File: src/rtl/mac_seq_pkg.sv
// Shared definitions for the MAC sequencer: datapath width, MAC control
// encodings and the operand pair payload.
package mac_seq_pkg;

  localparam int unsigned DATA_WIDTH = 16;
  localparam int unsigned CTRL_WIDTH = 2;

  // Operation requested from the external MAC each cycle
  typedef enum logic [CTRL_WIDTH-1:0] {
    MAC_HOLD  = 2'b00,
    MAC_CLEAR = 2'b01,
    MAC_LOAD  = 2'b10,
    MAC_ACC   = 2'b11
  } mac_ctrl_e;

  // Operand pair presented to the MAC together with mac_control
  typedef struct packed {
    logic [DATA_WIDTH-1:0] a;
    logic [DATA_WIDTH-1:0] b;
  } mac_operands_t;

endpackage : mac_seq_pkg

File: src/rtl/mac_seq_addr_gen.sv
// Read address generator: two wrapping operand address counters and a
// remaining-read counter that flags the last read of a run.
module mac_seq_addr_gen #(
  parameter int unsigned ADDR_WIDTH = 10,
  parameter int unsigned CNT_WIDTH  = 6
) (
  input  logic                  clock,
  input  logic                  resetn,
  input  logic                  load,
  input  logic                  step,
  input  logic [ADDR_WIDTH-1:0] base_a,
  input  logic [ADDR_WIDTH-1:0] base_b,
  input  logic [CNT_WIDTH-1:0]  count,
  output logic [ADDR_WIDTH-1:0] addr_a,
  output logic [ADDR_WIDTH-1:0] addr_b,
  output logic                  last_c
);

  logic [CNT_WIDTH-1:0] remaining;

  // Load bases on accept, then advance both addresses once per issued read
  always_ff @(posedge clock or negedge resetn) begin
    if (!resetn) begin
      addr_a    <= '0;
      addr_b    <= '0;
      remaining <= '0;
    end else if (load) begin
      addr_a    <= base_a;
      addr_b    <= base_b;
      remaining <= count - CNT_WIDTH'(1);
    end else if (step) begin
      addr_a    <= addr_a + ADDR_WIDTH'(1);
      addr_b    <= addr_b + ADDR_WIDTH'(1);
      remaining <= remaining - CNT_WIDTH'(1);
    end
  end

  // The read currently on the bus is the last one of the run
  assign last_c = (remaining == '0);

endmodule : mac_seq_addr_gen

File: src/rtl/mac_seq.sv
// MAC sequencer: streams tap_count operand pairs from two memories into an
// external MAC and captures the final accumulator value.
// Optional feature: define MAC_SEQ_ABORT_EN to add the abort input.
module mac_seq
  import mac_seq_pkg::*;
#(
  parameter int unsigned ADDR_WIDTH = 10,
  parameter int unsigned CNT_WIDTH  = 6
) (
  input  logic                  clock,
  input  logic                  resetn,
  input  logic                  start,
  input  logic [CNT_WIDTH-1:0]  tap_count,
  input  logic [ADDR_WIDTH-1:0] base_a,
  input  logic [ADDR_WIDTH-1:0] base_b,
`ifdef MAC_SEQ_ABORT_EN
  input  logic                  abort,
`endif
  output logic                  rd_en,
  output logic [ADDR_WIDTH-1:0] addr_a,
  output logic [ADDR_WIDTH-1:0] addr_b,
  input  logic [DATA_WIDTH-1:0] rdata_a,
  input  logic [DATA_WIDTH-1:0] rdata_b,
  output logic [CTRL_WIDTH-1:0] mac_control,
  output logic [DATA_WIDTH-1:0] mac_a,
  output logic [DATA_WIDTH-1:0] mac_b,
  input  logic [DATA_WIDTH-1:0] acc_in,
  output logic                  busy,
  output logic                  done,
  output logic [DATA_WIDTH-1:0] result_out
);

  typedef enum logic [2:0] {
    S_IDLE,
    S_FETCH,
    S_DRAIN,
    S_CAPTURE,
    S_DONE
  } state_e;

  state_e        state;
  mac_operands_t ops;
  logic          rdata_vld;
  logic          first_prod;
  logic          zero_run;
  logic          abort_req;
  logic          gen_load;
  logic          gen_step;
  logic          last_c;

`ifdef MAC_SEQ_ABORT_EN
  assign abort_req = abort;
`else
  assign abort_req = 1'b0;
`endif

  // Address counters start on a non-empty accepted run and step per read
  assign gen_load = (state == S_IDLE) && start && (tap_count != '0);
  assign gen_step = (state == S_FETCH) && !last_c && !abort_req;

  mac_seq_addr_gen #(
    .ADDR_WIDTH (ADDR_WIDTH),
    .CNT_WIDTH  (CNT_WIDTH)
  ) u_addr_gen (
    .clock  (clock),
    .resetn (resetn),
    .load   (gen_load),
    .step   (gen_step),
    .base_a (base_a),
    .base_b (base_b),
    .count  (tap_count),
    .addr_a (addr_a),
    .addr_b (addr_b),
    .last_c (last_c)
  );

  assign mac_a = ops.a;
  assign mac_b = ops.b;

  // Run sequencing and all registered outputs; rdata_vld tracks the memory
  // read latency so products are presented the cycle after data returns
  always_ff @(posedge clock or negedge resetn) begin
    if (!resetn) begin
      state       <= S_IDLE;
      rd_en       <= 1'b0;
      busy        <= 1'b0;
      done        <= 1'b0;
      mac_control <= MAC_HOLD;
      ops         <= '0;
      result_out  <= '0;
      rdata_vld   <= 1'b0;
      first_prod  <= 1'b0;
      zero_run    <= 1'b0;
    end else begin
      mac_control <= MAC_HOLD;
      done        <= 1'b0;
      rdata_vld   <= rd_en;

      if (rdata_vld) begin
        ops         <= '{a: rdata_a, b: rdata_b};
        mac_control <= first_prod ? MAC_LOAD : MAC_ACC;
        first_prod  <= 1'b0;
      end

      unique case (state)
        S_IDLE: begin
          if (start) begin
            busy <= 1'b1;
            if (tap_count != '0) begin
              state      <= S_FETCH;
              rd_en      <= 1'b1;
              first_prod <= 1'b1;
              zero_run   <= 1'b0;
            end else begin
              state       <= S_CAPTURE;
              mac_control <= MAC_CLEAR;
              zero_run    <= 1'b1;
            end
          end
        end
        S_FETCH: begin
          if (last_c) begin
            rd_en <= 1'b0;
            state <= S_DRAIN;
          end
        end
        S_DRAIN: begin
          if (!rdata_vld) begin
            state <= S_CAPTURE;
          end
        end
        S_CAPTURE: begin
          result_out <= zero_run ? '0 : acc_in;
          busy       <= 1'b0;
          done       <= 1'b1;
          state      <= S_DONE;
        end
        S_DONE: begin
          state <= S_IDLE;
        end
        default: begin
          state <= S_IDLE;
        end
      endcase

      // Abort drops the run, clears the MAC and leaves result_out alone
      if (abort_req && (state != S_IDLE)) begin
        state       <= S_IDLE;
        rd_en       <= 1'b0;
        busy        <= 1'b0;
        done        <= 1'b0;
        rdata_vld   <= 1'b0;
        first_prod  <= 1'b0;
        mac_control <= MAC_CLEAR;
      end
    end
  end

endmodule : mac_seq
File: config.mk
export PLATFORM = sky130hd
export DESIGN_NAME = mac_seq
export DESIGN_NICKNAME = d
export VERILOG_FILES = /design/src/rtl/mac_seq_pkg.sv /design/src/rtl/mac_seq_addr_gen.sv /design/src/rtl/mac_seq.sv
export SDC_FILE = /design/constraint.sdc
export NUM_CORES = 1
export LEC_CHECK = 0
export ABC_AREA = 1
export ABC_CLOCK_PERIOD_IN_PS = 2100
export CORE_MARGIN = 10
export CORE_UTILIZATION = 44
export DETAILED_ROUTE_END_ITERATION = 10
export GPL_ROUTABILITY_DRIVEN = 1
export PLACE_DENSITY = 0.8
export SYNTH_ARGS = -nofsm -noshare
export SYNTH_HDL_FRONTEND = slang
export SYNTH_SLANG_ARGS = --single-unit
export TNS_END_PERCENT = 1
File: constraint.sdc
create_clock -name clock -period 2.1 [get_ports clock]
set_input_delay 0.21 -clock clock [delete_from_list [all_inputs] [get_ports clock]]
set_output_delay 0.21 -clock clock [all_outputs]
set_load 0.05 [all_outputs]
## Yosys cells after proc, flatten, opt, wreduce, memory -nomap -nowiden

Index checks and enable logic that the tools add are counted.

- Output and inout port bits: 73
- Word-level logic and storage cells: 68
- Register bits: 85
- Bits of input ports: 77

- Add/subtract/negate cells: 4
- Mux-type cells: 29
- Reductions and logical operators: 14
- Equal/unequal tests: 7

Operator list:

| operator | count |
|---|---|
| $mux 10 | 4 |
| $add 10x1->10 const B | 2 |
| $mux 16 | 1 |
| $mux 6 | 2 |
| $pmux 3 s4 | 1 |
| $sub 6x1->6 const B | 2 |
| $mux 1 | 11 |
| $mux 2 | 5 |
| $mux 3 | 3 |
| $eq 3x2->1 const B | 2 |
| $logic_not 6->1 | 1 |
| $ne 2x2->1 const B | 3 |
| $reduce_bool 2->1 | 3 |
| $reduce_bool 6->1 | 1 |
| $pmux 1 s2 | 2 |
| $reduce_and 2->1 | 2 |
| $reduce_and 4->1 | 1 |
| $eq 3x1->1 const B | 1 |
| $logic_and 1x1->1 | 3 |
| $logic_not 3->1 | 1 |
| $reduce_and 3->1 | 1 |
| $ne 2x1->1 const B | 1 |
| $logic_not 1->1 | 1 |

## Depth between registers and ports, before layout

Gate-level depths: netlist of the first run.

- Depth in word-level cells: 5
- Gate-level depth with buffers: 12
- Gate-level depth less buffers: 11

## Hierarchy

Synthesis of the first run repeated with hierarchy kept, for this count alone.

- Cell total of the unflattened synthesis: 464
- Area total of the unflattened synthesis: 3865.0 sq um

By module, submodules not included:

| module | cells each | times used | area an instance (sq um) | seq. area each (sq um) |
|---|---|---|---|---|
| mac_seq | 256 | 1 | 2306.0 | 1476.4 |
| mac_seq_addr_gen | 208 | 1 | 1559.0 | 650.6 |

## Least setup slack after synthesis of the first run

OpenSTA, ideal clock, no wires.

- Path kind: reg2reg
- From: register u_addr_gen.addr_b[0]
- To: register u_addr_gen.addr_b[8]
- Setup slack: 0.349 ns
- Setup time: 0.130 ns
- Required time: 1.970 ns
- Clock period less this slack: 1.751 ns
- Arrival time: 1.621 ns
- Path buffers: 0
- Stages on the path, launching flop included: 9
- Cell sequence: dfrtp_1 > ha_1 > nand3_1 > nor2_1 > nand3_1 > nor2_1 > a21oi_1 > o21ai_0 > nand3_1

- Cells in the longest elaborated chain, start to end: 3

Ends and longest elaborated chain:

| element | RTL line | source |
|---|---|---|
| start: declaration | mac_seq_addr_gen.sv:15 | `output logic [ADDR_WIDTH-1:0] addr_b,` |
| start signal: assignment | mac_seq_addr_gen.sv:29 | `addr_b <= base_b;` |
| start signal: assignment | mac_seq_addr_gen.sv:33 | `addr_b <= addr_b + ADDR_WIDTH'(1);` |
| $add 10x1->10 | mac_seq_addr_gen.sv:33 |  |
| $mux 10 | mac_seq_addr_gen.sv:31 | `end else if (step) begin` |
| $mux 10 | mac_seq_addr_gen.sv:27 | `end else if (load) begin` |

Every way passes these cells. The select of a mux whose other input is x is not followed.
A chain may end at the register's enable or synchronous reset.

## Final worst setup path of the first run

- From: register u_addr_gen.addr_b[4]
- To: output port addr_b[4]

RTL lines:

| element | RTL line | source |
|---|---|---|
| end: declaration | mac_seq.sv:21 | `output logic [ADDR_WIDTH-1:0] addr_b,` |

No word-level cell between the ends.

==> results of run 1 <==
[worst min path at each step]
| stage | cells past startpoint | startpoint | to |
|---|---|---|---|
| after floorplan | 0 | resetn | busy$_DFFE_PN0P_ |
| after global placement | 1 | resetn | mac_a[1]$_DFFE_PN0P_ |
| final | 2 | resetn | mac_a[0]$_DFFE_PN0P_ |
| after CTS | 2 | resetn | mac_a[1]$_DFFE_PN0P_ |
| after global routing | 2 | resetn | mac_a[0]$_DFFE_PN0P_ |
| after detailed placement | 1 | resetn | mac_a[1]$_DFFE_PN0P_ |
[flip-flops by register name (all words and copies together) (netlist names)]
signal and cells:
busy 1, done 1, first_prod 1, mac_a 16, mac_b 16, mac_control 2
rd_en 1, rdata_vld 1, result_out 16, state 3, u_addr_gen.addr_a 10, u_addr_gen.addr_b 10
u_addr_gen.remaining 6, zero_run 1
[final cells by class]
class | instances | area, sq um
sequential | 85 | 2130
tap | 108 | 135
inverter | 47 | 176
clock inverter | 7 | 96.3
clock buffer | 9 | 124
multi-input combinational | 310 | 1480
fill | 708 | 2920
timing repair buffer | 159 | 1580
[cells in the mapped netlist, types with 2 or more instances]
library cell,number
nand2_1,155
dfrtp_1,85
inv_1,41
nand3_1,31
nor2_1,27
o21ai_0,23
o21ai_1,12
clkbuf_1,11
a21oi_1,8
nor3_1,8
o211ai_1,8
buf_2,6
nand2_2,5
xor2_1,5
inv_2,4
nand4_1,4
ha_1,3
o221ai_1,3
clkinv_1,2
o21bai_1,2
xnor2_1,2
[cell families (layout without fill, tap and decap cells)]
kind of cell / after synthesis / in the layout / synth area share [%]
XOR/XNOR: 7 / 7 / 1.58
AND/OR/NAND/NOR: 238 / 238 / 26.3
AO/OA/AOI/OAI: 62 / 62 / 9.37
adder cells (fa/ha/maj): 3 / 3 / 0.969
buffers and inverters: 66 / 222 / 6.88
flip-flops: 85 / 85 / 54.9
[metrics by stage]
| stage | hold WS, ps | setup WS (ps) |
|---|---|---|
| CTS | 261 | 206 |
| global route | 277 | 108 |
| floorplan | -85.6 | 349 |
| detailed placement | 91.6 | 30.7 |
| finish | 265 | 211 |
| global placement | 94.4 | 152 |
[metal layers]
layer  track usage, %  share of wire (%)
met1             21.5                 42
met2             30.2                 50
met3             3.73                6.3
met4             5.68                1.5
met5                0                  0
[where the power goes]
part | switching, uW | internal (uW)
registers | 581 | 2450
clock network | 612 | 679
logic | 4480 | 2130
total | 5670 | 5260
==> metrics.md, run 1 <==
| Metric | Value |
|---|---|
| Gate Count Post-Synth | `461` |
| Worst IR Drop VDD | `roughly 0.001 V` |
| Worst R2R Setup Slack | `240 ps` |
| Delay-heaviest family, CP | `buffers and inverters` |
| Pleak | `between 0.002 and 0.003 uW` |
| Power Total | `10900 uW` |
| Initial antenna violation count | `0` |
| Final period utilization | `89.9%` |
| Worst Setup EP | `addr_b[4]` |
| Setup crit end kind | `primary output` |
| Cts-stage hold buffer count | `1` |
| Remaining routing DRC violations | `0` |
| Syn_area_per_cell | `8.40 sq um` |
| Crit Path Class | `reg -> out` |
| Cell variety after synth | `37` |
| Synth area leader | `dfrtp_1` |
| Root Driver | `clkbuf_8` |
| RSZ-0062 raised after global routing | `false` |
| First-pass GRT wire length | `around 19 mm` |
| Fraction of the yosys area taken by sequential cells | `54.9%` |
| Mapped Nets | `541` |
| Fin crit period | `1890 ps` |
| Total gr overflow | `0` |
| Fin Setup TNS | `0 ps` |
| Drt total wl | `11.4 mm` |
| Buf/Inv on CP | `1` |
| Layout area overhead | `47.6%` |
| Worst EP required | `1890 ps` |
| Vias | `3611` |
| Setup crit start | `u_addr_gen.addr_b[4]$_DFFE_PN0P_` |
| ANT cells | `0` |
| Top_reg_cell synth | `dfrtp_1` |
| Gpl congestion | `0.885` |
| Critical Path, Cell by Cell | `clkdlybuf4s50_1` |
| Final setup fails | `0` |
| Design Area, Final | `5720 sq um` |
| Outcome | `completed` |
| Clock Pin Slew Worst Setup and Hold Paths | `~90 ps` |
| Io pins | `150` |
| Die height | `114 microns` |
| PostCTS Resize Cnt | `0` |
| Hold/Removal Path Class | `in -> async` |
| CTS tree | `built` |
| Post-placement cell count | `about 710` |
| Row count | `34` |
| DRT antenna net count | `0` |
| Startpoint Class | `register` |
| Clock Sinks | `85` |
| R2R depth | `9` |
| Port bufs | `149` |
| Yosys warns | `0` |
| Commonest non-fill, non-tap cell in the layout | `nand2_1` |
| Maxcap violations | `0` |
| Critical path data arrival time | `between 1500 and 2000 ps` |
| DR pass1 iterations | `4` |
| Layout cells sized above 1 | `6.81%` |
| Core area | `8640 sq um` |
| Crit Reg-Reg Startpoint | `state[2]$_DFFE_PN0P_` |
| Num CTS Buffers | `9` |
| Initial Utilization | `44.8%` |
| Slew margin rel. | `around 63%` |
| Post-CTS setup buffer count | `0` |
| Worst Path Max Fanout | `6` |
| Worst-case clock buffer depth | `2` |
| Pwr/cell area | `1910 nW/um^2` |
| Final hold viol count | `0` |
| Fmax | `~530 MHz` |
| Slowest CP cell | `clkdlybuf4s50_1` |
| Yosys top cell area share | `54.9%` |
| DP HPWL | `8.66 mm` |
| Final #Nets | `just under 700` |
| Wire per inst | `between 15 and 20 microns` |
| Largest net degree at the start of global routing | `50` |
| Top post-synthesis cells by area | `dfrtp_1 55%, nand2_1 15%, nand3_1 4.0%` |
| Clk_skew | `14.0 ps` |
| Finished Core Util | `66.2%` |
| Synth Cell Area | `between 3000 and 4000 sq um` |
| Post-Layout Cell Count | `725` |
| CP Depth | `1` |
| CTS H-tree lvls | `3` |
| Placed Instance Area | `5490 sq um` |
| Final Max Tran Viols | `0` |
| Most frequent cells in the layout | `155 x nand2_1, 148 x clkdlybuf4s50_1, 85 x dfrtp_1, 41 x inv_1, 31 x nand3_1` |
| Vias in the first global route | `roughly 3700` |
| GRT Total Usage | `17.6%` |
| Post-synth EDFFs | `0` |
| Clock latency at the later pin of the worst-skew pair | `350 ps` |
| Slew @ Worst Pin | `555 ps` |
| Die X | `~110 microns` |
| FFs w/ async S/R, synth | `100%` |
| Synth Register Bits | `85` |
| Initial drt markers | `299` |
| Reg2reg end | `u_addr_gen.remaining[2]$_DFFE_PN0P_` |
| Die area | `13000 sq um` |
| Max stage delay on crit path | `860 ps` |
| DR vias/cell | `4.98` |
Power figures use the tool's default switching activity.
==> run 2, diff against run 1 <==
--- a/config.mk
+++ b/config.mk
@@ -12,6 +12,7 @@
 export DETAILED_ROUTE_END_ITERATION = 10
 export GPL_ROUTABILITY_DRIVEN = 1
 export PLACE_DENSITY = 0.8
+export SLEW_MARGIN = 10
 export SYNTH_ARGS = -nofsm -noshare
 export SYNTH_HDL_FRONTEND = slang
 export SYNTH_SLANG_ARGS = --single-unit
==> results of run 2 <==
Final layout, timing and power as in run 1 (identical DEF).
==> run 3, diff against run 2 <==
--- a/config.mk
+++ b/config.mk
@@ -8,10 +8,9 @@
 export ABC_AREA = 1
 export ABC_CLOCK_PERIOD_IN_PS = 2100
 export CORE_MARGIN = 10
-export CORE_UTILIZATION = 44
+export CORE_UTILIZATION = 25
 export DETAILED_ROUTE_END_ITERATION = 10
 export GPL_ROUTABILITY_DRIVEN = 1
-export PLACE_DENSITY = 0.8
 export SLEW_MARGIN = 10
 export SYNTH_ARGS = -nofsm -noshare
 export SYNTH_HDL_FRONTEND = slang
==> run 3 against run 2 <==
Register-to-register slack worse by 70 ps; fmax is 2.4% lower; first-iteration DRC count down 41%; critical path type is now reg -> reg; global-route usage shrank 6.2 points; die area is 61% higher; cell area up 3.4%; sequential power hardly changed; worst setup slack lost 46 ps; critical path depth rose by 8; worst hold slack gained 120 ps; via count fell by 0.22%; largest cell class unchanged.
==> metrics.md, run 3 (synthesized netlist as in run 1, its figures left out) <==
| Metric | Value |
|---|---|
| Cts-stage hold buffer count | `1 (unchanged)` |
| Maxcap violations | `0 (unchanged)` |
| ANT cells | `0 (unchanged)` |
| Largest net degree at the start of global routing | `38 (-24%)` |
| Final Max Tran Viols | `0 (unchanged)` |
| Finished Core Util | `38.9% (-27 points)` |
| Worst EP required | `2340 ps (+450 ps)` |
| First-pass GRT wire length | `19.0 mm (+1.2%)` |
| Total gr overflow | `0 (unchanged)` |
| Clk network pwr share | `14.5% (+2.7 points)` |
| Commonest non-fill, non-tap cell in the layout | `nand2_1` |
| Final setup fails | `0 (unchanged)` |
| Wire per inst | `15.0 microns (-4.8%)` |
| Setup crit end kind | `register` |
| Final #Nets | `692 (unchanged)` |
| Slew margin rel. | `62.3% (-0.57 points)` |
| Initial antenna violation count | `0 (unchanged)` |
| Clock latency at the later pin of the worst-skew pair | `340 ps (about the same)` |
| Die X | `144 microns (+27%)` |
| DR vias/cell | `4.48 (-10%)` |
| Fill count | `1523 (+120%)` |
| Fmax | `517 MHz (-2.4%)` |
| Combinational share of power | `58.5% (-1.9 points)` |
| Core area | `15200 sq um (+76%)` |
| Die area | `20900 sq um (+61%)` |
| Design internal power | `5550 uW (+5.6%)` |
| Remaining routing DRC violations | `0 (unchanged)` |
| Clock Pin Slew Worst Setup and Hold Paths | `60 ps (-30 ps)` |
| Io pins | `150 (unchanged)` |
| Startpoint Class | `register` |
| Crit Path Class | `reg -> reg` |
| RSZ-0062 raised after global routing | `false` |
| Slew @ Worst Pin | `564 ps (+8.56 ps)` |
| Layout area overhead | `52.7%` |
| Power Total | `11300 uW (+3.5%)` |
| GRT Total Usage | `11.4% (-6.2 points)` |
| Pleak | `0.00269 uW (+1.0%)` |
| Final period utilization | `92.1% (+2.2 points)` |
| Critical path data arrival time | `2180 ps (+500 ps)` |
| CTS tree | `built` |
| Layout cells sized above 1 | `6.81% (unchanged)` |
| PostCTS Resize Cnt | `0 (unchanged)` |
| Fin Setup TNS | `0 ps (unchanged)` |
| Num CTS Buffers | `9 (unchanged)` |
| Pwr/cell area | `1910 nW/um^2 (about the same)` |
| Vias | `3603 (-0.22%)` |
| Post-CTS setup buffer count | `0 (unchanged)` |
| Row count | `45 (+32%)` |
| Worst IR Drop VDD | `0.000725 V (-29%)` |
| Final hold viol count | `0 (unchanged)` |
| Vias in the first global route | `3616 (-0.93%)` |
| Clk_skew | `4.47 ps (-9.58 ps)` |
| CTS H-tree lvls | `3 (unchanged)` |
| Reg power frac | `26.9% (-0.9 points)` |
| Sw Pwr | `5760 uW (+1.6%)` |
| Port bufs | `149 (unchanged)` |
| DP HPWL | `9.19 mm (+6.1%)` |
| Worst Path Max Fanout | `11 (+5)` |
| Most frequent cells in the layout | `155 x nand2_1, 148 x clkdlybuf4s50_1, 85 x dfrtp_1, 41 x inv_1, 31 x nand3_1` |
| Initial Utilization | `25.5% (-19 points)` |
| Initial drt markers | `175 (-41%)` |
| Fin crit period | `1930 ps (+45.5 ps)` |
| Worst-case clock buffer depth | `2 (unchanged)` |
| Hold/Removal Path Class | `in -> async` |
| DR pass1 iterations | `4 (unchanged)` |
| DRT antenna net count | `0 (unchanged)` |
| Drt total wl | `12.1 mm (+5.7%)` |
| Root Driver | `clkbuf_16` |
| Outcome | `completed` |
| Sw Share | `50.9% (-0.98 points)` |
| Die height | `144 microns (+27%)` |
| Clock Sinks | `85 (unchanged)` |
| Gpl congestion | `0.852 (-3.8%)` |
-- run 3: layout make-up --
cell class | count | area [sq um] | share of cell area (%)
clock buffers | 10 | 239 | 4.04
well taps | 188 | 235 | 3.98
inverters | 47 | 176 | 2.98
repair buffers | 159 | 1580 | 26.7
clock inverters | 6 | 70.1 | 1.19
flip-flops and latches | 85 | 2130 | 36.0
multi-input cells | 310 | 1490 | 25.1
-- run 3: per-layer routing --
| layer | share of wire, % | up-vias | wire length (microns) | track usage, % |
|---|---|---|---|---|
| met1 | 43 | 1692 | 5220 | 13.6 |
| met4 | 1.5 | 0 | 181 | 4.20 |
| li1 | - | 1778 | - | - |
| met3 | 8.7 | 14 | 1060 | 3.71 |
| met5 | 0 | - | 0 | 0 |
| met2 | 47 | 119 | 5610 | 18.7 |
-- run 3: critical path, stage by stage (launching register included) --
cell and delay [ps]:
dfrtp_1 460, nor2_4 140, nand2_2 110, nor2_8 140, nand2_4 110, nand2_1 80, nand2_1 100, ha_1 240
or2_0 250, a31oi_1 190
-- run 3: final timing paths --
path                            slack, ps                             endpoint            startpoint  depth (start not counted)
worst max register to register        170  u_addr_gen.remaining[2]$_DFFE_PN0P_  state[2]$_DFFE_PN0P_                          9
min in group clock                    400                  rdata_vld$_DFF_PN0_     rd_en$_DFFE_PN0P_                          0
worst max-delay path                  170  u_addr_gen.remaining[2]$_DFFE_PN0P_  state[2]$_DFFE_PN0P_                          9
worst min register to register        400                  rdata_vld$_DFF_PN0_     rd_en$_DFFE_PN0P_                          0
max in group asynchronous            1100            result_out[7]$_DFFE_PN0P_                resetn                          3
worst min-delay path                  380                 zero_run$_DFFE_PN0P_                resetn                          2
-- run 3: per-stage QoR --
step           std cells  setup slack [ps]  instance area [sq um]  hold WS [ps]
5_1_grt              805              5.96                   5910           409
4_1_cts              805               195                   5910           385
3_3_place_gp         788               129                   5590           199
3_5_place_dp         788              63.7                   5590           202
2_1_floorplan        461               349                   3870         -85.6
6_report             805               166                   5910           382
-- run 3: power groups by stage --
stage          registers [uW]  logic, uW  clock network (uW)
2_1_floorplan            5370       2050                   0
3_3_place_gp             3040       6590                   0
3_5_place_dp             3070       6700                   0
4_1_cts                  3050       6720                1710
5_1_grt                  3150       7160                1770
6_report                 3050       6620                1640
